**src/rtl/ifu_fetch_pkg.sv**
```systemverilog
`default_nettype none
// ============================================================================
// Module   : ifu_fetch_pkg
// Purpose  : Shared widths, reset PC default, FSM state encoding and helpers
//            for the instruction-fetch unit and its instruction buffer.
// Ports    : none (package)
// Revision : 1.0 - initial release
// ============================================================================
package ifu_fetch_pkg;

  localparam int PC_WIDTH    = 32;
  localparam int INSTR_WIDTH = 32;
  // One buffer entry holds {pc, instruction}.
  localparam int ENTRY_W     = PC_WIDTH + INSTR_WIDTH;

  localparam logic [PC_WIDTH-1:0] RESET_PC_DEFAULT = 32'h0000_0000;
  localparam logic [PC_WIDTH-1:0] ALIGN_MASK       = {{(PC_WIDTH-2){1'b1}}, 2'b00};
  localparam logic [PC_WIDTH-1:0] PC_STEP          = PC_WIDTH'(4);

  typedef enum logic [0:0] {
    FETCH = 1'b0,
    FLUSH = 1'b1
  } fetch_state_e;

  // Force a PC onto a word boundary.
  function automatic logic [PC_WIDTH-1:0] align_pc(input logic [PC_WIDTH-1:0] pc);
    return pc & ALIGN_MASK;
  endfunction

endpackage
`default_nettype wire

```
**src/rtl/ifu_fetch_buf.sv**
```systemverilog
`default_nettype none
// ============================================================================
// Module   : ifu_fetch_buf
// Purpose  : Two-entry synchronous FIFO holding fetched {pc, instr} pairs.
//            Supports push and pop in the same cycle and a flush that empties
//            the buffer (flush wins over push/pop).
// Ports    : clk, rst_n      - clock, async active-low reset
//            i_flush         - discard all entries
//            i_push/i_entry  - write one entry at the tail
//            i_pop           - drop the head entry
//            o_head          - entry at the head
//            o_count         - number of valid entries (0..2)
// Revision : 1.0 - initial release
// ============================================================================
module ifu_fetch_buf
  import ifu_fetch_pkg::*;
(
  input  logic               clk,
  input  logic               rst_n,
  input  logic               i_flush,
  input  logic               i_push,
  input  logic [ENTRY_W-1:0] i_entry,
  input  logic               i_pop,
  output logic [ENTRY_W-1:0] o_head,
  output logic [1:0]         o_count
);

  logic [ENTRY_W-1:0] r_mem [0:1];
  logic               r_rd_ptr;
  logic               r_wr_ptr;
  logic [1:0]         r_count;
  logic               w_do_pop;

  // A pop of an empty buffer is meaningless; ignore it defensively.
  assign w_do_pop = i_pop && (r_count != 2'd0);

  always_ff @(posedge clk or negedge rst_n) begin
    if (!rst_n) begin
      r_mem[0] <= '0;
      r_mem[1] <= '0;
      r_rd_ptr <= 1'b0;
      r_wr_ptr <= 1'b0;
      r_count  <= 2'd0;
    end else if (i_flush) begin
      r_rd_ptr <= 1'b0;
      r_wr_ptr <= 1'b0;
      r_count  <= 2'd0;
    end else begin
      if (i_push) begin
        r_mem[r_wr_ptr] <= i_entry;
        r_wr_ptr        <= ~r_wr_ptr;
      end
      if (w_do_pop) begin
        r_rd_ptr <= ~r_rd_ptr;
      end
      case ({i_push, w_do_pop})
        2'b10:   r_count <= r_count + 2'd1;
        2'b01:   r_count <= r_count - 2'd1;
        default: r_count <= r_count;
      endcase
    end
  end

  assign o_head  = r_mem[r_rd_ptr];
  assign o_count = r_count;

endmodule
`default_nettype wire

```
**src/rtl/ifu_fetch.sv**
```systemverilog
`default_nettype none
// ============================================================================
// Module   : ifu_fetch
// Purpose  : Instruction-fetch unit. Issues word-aligned fetch requests under
//            a two-credit flow control, buffers in-order responses in a
//            two-entry buffer and presents them to decode. A redirect empties
//            the buffer, restarts fetch at the new PC and drains (drops) any
//            responses still in flight via the FLUSH state.
// Ports    : clk, rst_n                      - clock, async active-low reset
//            imem_req_valid_o/ready_i/addr_o - fetch request channel
//            imem_rsp_valid_i/data_i         - in-order response channel
//            redirect_i, redirect_pc_i       - flush and restart fetch
//            if_valid_o/ready_i              - decode handshake
//            if_instr_o, if_pc_o             - buffer head and its PC
// Revision : 1.0 - initial release
// ============================================================================
module ifu_fetch
  import ifu_fetch_pkg::*;
#(
  parameter logic [PC_WIDTH-1:0] RESET_PC  = RESET_PC_DEFAULT,
  parameter int                  BUF_DEPTH = 2
)(
  input  logic                   clk,
  input  logic                   rst_n,
  output logic                   imem_req_valid_o,
  input  logic                   imem_req_ready_i,
  output logic [PC_WIDTH-1:0]    imem_req_addr_o,
  input  logic                   imem_rsp_valid_i,
  input  logic [INSTR_WIDTH-1:0] imem_rsp_data_i,
  input  logic                   redirect_i,
  input  logic [PC_WIDTH-1:0]    redirect_pc_i,
  output logic                   if_valid_o,
  input  logic                   if_ready_i,
  output logic [INSTR_WIDTH-1:0] if_instr_o,
  output logic [PC_WIDTH-1:0]    if_pc_o
);

  fetch_state_e        r_state;
  fetch_state_e        w_state_nxt;
  logic [PC_WIDTH-1:0] r_fetch_pc;
  logic [PC_WIDTH-1:0] r_rsp_pc;
  logic [PC_WIDTH-1:0] w_redirect_pc;
  logic [1:0]          r_outstanding;
  logic [1:0]          w_outstanding_nxt;
  logic [1:0]          w_buf_count;
  logic [ENTRY_W-1:0]  w_head;
  logic                w_credit_ok;
  logic                w_req_fire;
  logic                w_rsp_fire;
  logic                w_push;
  logic                w_pop;

  assign w_redirect_pc = align_pc(redirect_pc_i);

  // Requests in flight plus buffered entries may never exceed the buffer
  // depth, so every response is guaranteed a free slot.
  assign w_credit_ok = ({1'b0, r_outstanding} + {1'b0, w_buf_count}) < 3'(BUF_DEPTH);

  // rst_n gates the request so it drops immediately on async reset assertion,
  // not only after the registers settle to an idle state.
  assign imem_req_valid_o = rst_n && (r_state == FETCH) && !redirect_i && w_credit_ok;
  assign imem_req_addr_o  = r_fetch_pc;
  assign w_req_fire       = imem_req_valid_o && imem_req_ready_i;

  // With nothing outstanding a response can only belong to a request issued
  // before a reset, so it is ignored.
  assign w_rsp_fire = imem_rsp_valid_i && (r_outstanding != 2'd0);
  assign w_push     = w_rsp_fire && (r_state == FETCH) && !redirect_i;

  assign if_valid_o = (w_buf_count != 2'd0) && (r_state == FETCH);
  assign w_pop      = if_valid_o && if_ready_i;
  assign if_pc_o    = w_head[ENTRY_W-1 -: PC_WIDTH];
  assign if_instr_o = w_head[INSTR_WIDTH-1:0];

  always_comb begin
    w_outstanding_nxt = r_outstanding;
    case ({w_req_fire, w_rsp_fire})
      2'b10:   w_outstanding_nxt = r_outstanding + 2'd1;
      2'b01:   w_outstanding_nxt = r_outstanding - 2'd1;
      default: w_outstanding_nxt = r_outstanding;
    endcase
  end

  // A redirect, or any cycle spent flushing, lands in FLUSH while responses
  // remain in flight and in FETCH once the last one has been dropped.
  always_comb begin
    w_state_nxt = r_state;
    if (redirect_i || (r_state == FLUSH)) begin
      w_state_nxt = (w_outstanding_nxt != 2'd0) ? FLUSH : FETCH;
    end
  end

  always_ff @(posedge clk or negedge rst_n) begin
    if (!rst_n) begin
      r_state <= FETCH;
    end else begin
      r_state <= w_state_nxt;
    end
  end

  always_ff @(posedge clk or negedge rst_n) begin
    if (!rst_n) begin
      r_fetch_pc    <= RESET_PC;
      r_rsp_pc      <= RESET_PC;
      r_outstanding <= 2'd0;
    end else begin
      r_outstanding <= w_outstanding_nxt;
      if (redirect_i) begin
        r_fetch_pc <= w_redirect_pc;
        r_rsp_pc   <= w_redirect_pc;
      end else begin
        if (w_req_fire) begin
          r_fetch_pc <= r_fetch_pc + PC_STEP;
        end
        if (w_push) begin
          r_rsp_pc <= r_rsp_pc + PC_STEP;
        end
      end
    end
  end

  ifu_fetch_buf u_buf (
    .clk     (clk),
    .rst_n   (rst_n),
    .i_flush (redirect_i),
    .i_push  (w_push),
    .i_entry ({r_rsp_pc, imem_rsp_data_i}),
    .i_pop   (w_pop),
    .o_head  (w_head),
    .o_count (w_buf_count)
  );

  a_buf_no_overflow: assert property (@(posedge clk) disable iff (!rst_n)
    !(w_push && !w_pop && !redirect_i && (w_buf_count == 2'(BUF_DEPTH))));

endmodule
`default_nettype wire
```
**config.mk**
```make
export PLATFORM = sky130hd
export DESIGN_NAME = ifu_fetch
export DESIGN_NICKNAME = d
export VERILOG_FILES = /design/src/rtl/ifu_fetch_pkg.sv /design/src/rtl/ifu_fetch_buf.sv /design/src/rtl/ifu_fetch.sv
export SDC_FILE = /design/constraint.sdc
export NUM_CORES = 1
export LEC_CHECK = 0
export CAP_MARGIN = 20
export CORE_ASPECT_RATIO = 1.1
export CORE_UTILIZATION = 40
export DETAILED_ROUTE_END_ITERATION = 6
export DONT_BUFFER_PORTS = 1
export GPL_ROUTABILITY_DRIVEN = 1
export PLACE_DENSITY = 0.65
export SYNTH_ARGS = -nofsm -noshare
export SYNTH_HDL_FRONTEND = slang
export SYNTH_SLANG_ARGS = --single-unit
```
**constraint.sdc**
```tcl
create_clock -name clk -period 3.45 [get_ports clk]
set_input_delay 0 -clock clk [delete_from_list [all_inputs] [get_ports clk]]
set_output_delay 0 -clock clk [all_outputs]
set_load 0.05 [all_outputs]
```
**Yosys cells after proc, flatten, opt, wreduce, memory -nomap -nowiden**

Index checks and enable logic that the tools add are counted.
W data, S select, Z words.

- Equality and inequality tests: 4
- Muxes and demuxes: 18
- Add/sub/neg operators: 7
- $lt $le $gt $ge: 4
- Reduce and logical (&&, ||, !) cells: 21
- Bitwise gates (word level): 6

Operators by type and width:

| cell | count |
|---|---|
| $mux W64 | 4 |
| $bwmux W128 | 1 |
| $mux W32 | 4 |
| $add A32 B3 Y32 const B | 2 |
| $demux W64 S1 | 1 |
| $reduce_bool A2 Y1 | 6 |
| $logic_and A1 B1 Y1 | 11 |
| $pmux W2 S2 | 2 |
| $mux W1 | 5 |
| $add A2 B1 Y2 const B | 2 |
| $eq A2 B1 Y1 const B | 2 |
| $eq A2 B2 Y1 const B | 2 |
| $ge A2 B2 Y1 const B | 2 |
| $not A1 Y1 | 4 |
| $not A1 Y2 | 2 |
| $sub A2 B1 Y2 const B | 2 |
| $add A2 B2 Y3 | 1 |
| $lt A3 B2 Y1 const B | 1 |
| $reduce_bool A3 Y1 | 1 |
| $lt A2 B1 Y1 const B | 1 |
| $mux W2 | 1 |
| $reduce_and A2 Y1 | 1 |
| $logic_not A1 Y1 | 1 |
| $logic_or A1 B1 Y1 | 1 |

- Word-level logic and storage cells: 69
- Bits of input ports: 70
- Register bits after elaboration: 199
- Output and inout port bits: 98

**Longest topological paths before layout**

- Depth after elaboration: 9
- Mapped depth: 12
- Gate-level depth less buffers: 11

**Modules after synthesis**

A second synthesis with hierarchy kept.

- Cells, all modules: 752
- Area total of the unflattened synthesis: 9,890.7 um^2

By module, submodules not included:

| module | cells an instance | area an instance (um^2) | sequential area each (um^2) | instances |
|---|---|---|---|---|
| ifu_fetch_buf | 362 | 6,349.8 | 3,303.2 | 1 |
| ifu_fetch | 390 | 3,540.9 | 1,576.5 | 1 |

**Worst setup path before layout**

Ideal clock, no wire load.

- Kind: reg2reg
- Start: register r_outstanding[0]
- End: register r_state
- Path buffers: 1
- Path slack: 0.689 ns
- Data arrival time: 2.684 ns
- Cell stages (with the launch flop): 12
- Setup time: 0.077 ns
- Required time: 3.373 ns
- Period minus slack after synthesis: 2.761 ns
- Path through: dfrtp_1 and2_1 fa_1 nand4bb_1 nor3_2 inv_1 buf_2 ha_1 nor2_1 xor2_1 nor2_1 a21oi_1

- Cells in the longest elaborated chain, start to end: 8
- Elaborated cells between the ends (all ways): 13
- Classes of those cells: add/sub (3); order compare (1); eq/ne (2); mux (2); reduce/logical (5)

RTL lines:

| item | RTL line | RTL |
|---|---|---|
| start: declaration | ifu_fetch.sv:43 | `logic [1:0] r_outstanding;` |
| start signal: assignment | ifu_fetch.sv:107 | `r_outstanding <= w_outstanding_nxt;` |
| $add A2 B2 Y3 | ifu_fetch.sv:57 | `assign w_credit_ok = ({1'b0, r_outstanding} + {1'b0, w_buf_count}) < 3'(BUF_DEPTH);` |
| $lt A3 B2 Y1 | ifu_fetch.sv:57 |  |
| $logic_and A1 B1 Y1 | ifu_fetch.sv:61 | `assign imem_req_valid_o = rst_n && (r_state == FETCH) && !redirect_i && w_credit_ok;` |
| $logic_and A1 B1 Y1 | ifu_fetch.sv:63 | `assign w_req_fire = imem_req_valid_o && imem_req_ready_i;` |
| $eq A2 B1 Y1 / $eq A2 B2 Y1 (equally long branches) | ifu_fetch.sv:77 | `case ({w_req_fire, w_rsp_fire})` |
| $pmux W2 S2 (*) | ifu_fetch.sv:77 |  |
| net w_outstanding_nxt[1] | ifu_fetch.sv:44 | `logic [1:0] w_outstanding_nxt;` |
| $reduce_bool A2 Y1 (*) | ifu_fetch.sv:89 | `w_state_nxt = (w_outstanding_nxt != 2'd0) ? FLUSH : FETCH;` |
| $mux W1 (*) | ifu_fetch.sv:89 |  |
| end signal: assignment | ifu_fetch.sv:97 | `r_state <= w_state_nxt;` |
| end: declaration | ifu_fetch.sv:38 | `fetch_state_e r_state;` |

Mark *: on every way through the listed nets, which the timed path passes. The rest lies on a longest branch.
A chain may end at the register's enable or synchronous reset.

**Final worst setup path**

- Start: register r_outstanding[0]
- End: register r_fetch_pc[7], in the netlist imem_req_addr_o[7]

- Cells in the longest elaborated chain, start to end: 5

RTL lines:

| item | RTL line | RTL |
|---|---|---|
| $add A2 B2 Y3 | ifu_fetch.sv:57 |  |
| $lt A3 B2 Y1 | ifu_fetch.sv:57 |  |
| $logic_and A1 B1 Y1 | ifu_fetch.sv:61 |  |
| $logic_and A1 B1 Y1 | ifu_fetch.sv:63 |  |
| $reduce_bool A2 Y1 (no source line) | n/a |  |
| end signal: assignment | ifu_fetch.sv:109 | `r_fetch_pc <= w_redirect_pc;` |
| end signal: assignment | ifu_fetch.sv:113 | `r_fetch_pc <= r_fetch_pc + PC_STEP;` |
| end: declaration | ifu_fetch.sv:40 | `logic [PC_WIDTH-1:0] r_fetch_pc;` |

No other way between the ends.

==> impl_metrics.py <==
metrics = {
    "synth": {
        "yosys.area.top_type": "dfrtp_1",
        "async_reset_ff_frac": 1.00,
        "synth.area.top_cells": "dfrtp_1, mux2_2, nand2_1",
        "yosysTopAreaCellShare": 0.518,
        "synthDistinctLibCells": 54,
        "synthFlopType": "dfrtp_1",
        "synth_area_per_cell_um2": 12.5,
        "syn_area_um2": 9230,
        "ys_seq_elements": 191,
        "synth_commonest_cells": "dfrtp_1, mux2_2, nand2_1",
        "synth_edf_count": 0,
        "yosysWarningCount": 0,
        "ys_seq_area_frac": 0.518,
        "synthCells": 741,
        "synth.most_common_cell": "dfrtp_1",
    },
    "detailed_routing": {
        "routed_wl_um": 21200,
        "dr.first_iter.drc_count": 410,
        "drc": 1,
        "drt_pass1_iterations": 7,
        "wl_per_cell_um": 19.1,
        "via_per_inst": 5.47,
        "vias": 6073,
        "ant_nets": 0,
    },
    "worst_setup_path": {
        "r2r-end": "imem_req_addr_o[7]",
        "critical_path_required_ps": 3760,
        "rr_worst_depth": 9,
        "r2r-start": "r_outstanding[0]",
        "worstSetupStartpointType": "register",
        "worstSetupPathType": "reg -> reg",
        "ff2ff_setup_slack_ps": 600,
        "crit_arrival_ps": 3160,
        "critPathMaxFanout": 22,
        "worstSetupEndpointType": "register",
    },
    "floorplanning": {
        "rows": 57,
        "die_x_um": 147,
        "io_pins": 168,
        "die-area_um2": 23700,
        "start_util": 0.413,
        "core_um2": 22300,
        "die_h_um": 161,
    },
    "outcome": {
        "failed_checks": "design-rule violations, negative hold slack",
        "outcome": "finished with violations",
    },
    "cts": {
        "cts_tree": "done",
        "postCtsHoldBufs": 68,
        "postCtsSetupRepairBufs": 0,
        "clock-root-buffer": "clkbuf_16",
        "clk_pin_slew_ps": 70,
        "cts_buffer_depth": 2,
        "cts-htree-levels": 4,
        "clk_latency_ps": 420,
        "cts-buffers-inserted": 17,
        "ctsResizeCount": 0,
        "cts_num_sinks": 191,
    },
    "placed_design": {
        "gp_congestion": 0.819,
        "hpwl_um": 13700,
        "portBuffers": 0,
    },
    "sta": {
        "timing.hold.ws_ps": -731,
        "worst_pin_slew_ps": 1000,
        "hold_viol_final": 191,
        "setup_viol": 0,
        "maxSlewHeadroom": 0.328,
        "finalSetupTns_ps": 0,
        "rsz0062_at_grt": "no",
        "fmax_mhz": 351,
        "period_needed_ps": 2850,
        "fin_crit_sh": 0.825,
        "report.final.slew_viol_count": 0,
        "finClkSkew_ps": 11.4,
    },
    "final_layout": {
        "drive_gt1_frac": 0.312,
        "diodes": 0,
        "areaGrowthSynthToFinish_pct": 17.5,
        "fin_nets": 876,
    },
    "global_route": {
        "antenna_found_initial": 0,
        "grt_max_degree": 194,
        "grt_usage": 0.186,
        "grt_pass1_vias": 6106,
        "grt_pass1_wl_um": 34400,
        "overflow": 0,
    },
    "power": {
        "fin_total_pwr_w": 0.00908,
        "power.density_nw_per_um2": 838,
        "ir_worst_vdd_uv": 374,
        "leakage_nw": 4.50,
    },
    "min_path": {
        "hold_path.class": "in -> async",
    },
    "flow_run": {
        "max_cap_viol_count": 0,
    },
}
==> state kept, by name (all words and copies together) (netlist names) <==
name and cells:
r_state 1, u_buf.r_rd_ptr 1, imem_req_addr_o 30, u_buf.r_wr_ptr 1, u_buf.o_count 2, r_outstanding 2, r_rsp_pc 30, u_buf.r_mem 124
==> layout by cell type (no fill, tap or decap), drive strengths merged, types with 2 or more instances in the layout <==
| cell type | count |
|---|---|
| or3b | 2 |
| xor2 | 17 |
| a31oi | 3 |
| xnor2 | 21 |
| a21boi | 4 |
| nor3 | 7 |
| a21oi | 3 |
| and2 | 5 |
| bufinv | 3 |
| a41oi | 3 |
| nand3 | 28 |
| buf | 15 |
| mux2 | 191 |
| inv | 11 |
| nand2b | 2 |
| nand2 | 52 |
| a21o | 2 |
| and4 | 7 |
| dlygate4sd3 | 67 |
| or3 | 2 |
| o211ai | 11 |
| nor2 | 24 |
| nand4 | 25 |
| o311ai | 15 |
| dfrtp | 191 |
| o21ai | 33 |
| and3 | 10 |
| mux2i | 2 |
| nor4 | 15 |
| clkbuf | 19 |
| clkinv | 7 |
| conb | 4 |
| ha | 3 |
==> report_power, final <==
group / internal, W / total, W / switching, W / leakage (nW)
combinational: 0.00117 / 0.00347 / 0.00230 / 1.82
clock: 0.00116 / 0.00202 / 0.000854 / 0.297
sequential: 0.00301 / 0.00359 / 0.000590 / 2.38
==> layout make-up <==
class | instances | area, µm²
Clock buffer | 19 | 443
Clock inverter | 13 | 161
Fill cell | 2000 | 11500
Inverter | 9 | 33.8
Multi-Input combinational cell | 501 | 4220
Sequential cell | 191 | 4780
Tap cell | 295 | 369
Timing Repair Buffer | 82 | 833
==> through the flow <==
| stage | hold WS, ps | worst slack, ps | std cells | area (µm²) | utilization |
|---|---|---|---|---|---|
| after floorplan | -296 | 689 | 744 | 9240 | - |
| after global placement | -288 | 674 | 1010 | 9540 | 0.427 |
| after detailed placement | -287 | 600 | 1010 | 9540 | 0.427 |
| after CTS | -749 | 584 | 1110 | 10800 | 0.485 |
| after global routing | -756 | 455 | 1110 | 10800 | 0.485 |
| final | -731 | 604 | 1110 | 10800 | 0.485 |
==> metal layers <==
layer  global-route usage  up-vias  wire length, µm
met1                0.258     3059             9920
met5                    0        -                0
met3               0.0441       11             1200
li1                     -     2826                -
met4               0.0516        0              184
met2                0.289      177             9870
==> cell families after synthesis <==
family | synth area share
simple gates | 0.120
other cells | 0.000406
mux | 0.235
buf+inv | 0.0264
flops | 0.518
fa+ha+maj | 0.00624
compound gates | 0.0575
xor+xnor | 0.0361
==> worst max-delay path: stages (launching register included) <==
cell       delay [ps]
dfrtp_1           450
and2_1            200
fa_1              440
nand4bb_1         380
nor3_2            320
inv_1             100
buf_4             220
nor3_1            240
xor2_1             90
mux2_2            280
==> worst max-delay path by stage <==
| stage | from | endpoint | slack, ps | cells past startpoint |
|---|---|---|---|---|
| after floorplan | r_outstanding[0] | r_state | 690 | 11 |
| after global placement | r_outstanding[0] | imem_req_addr_o[7] | 670 | 9 |
| after detailed placement | r_outstanding[0] | imem_req_addr_o[7] | 600 | 9 |
| after CTS | r_outstanding[0] | imem_req_addr_o[7] | 580 | 9 |
| after global routing | r_outstanding[0] | r_state | 450 | 11 |
| final | r_outstanding[0] | imem_req_addr_o[7] | 600 | 9 |
(Power assumes the default switching activity.)
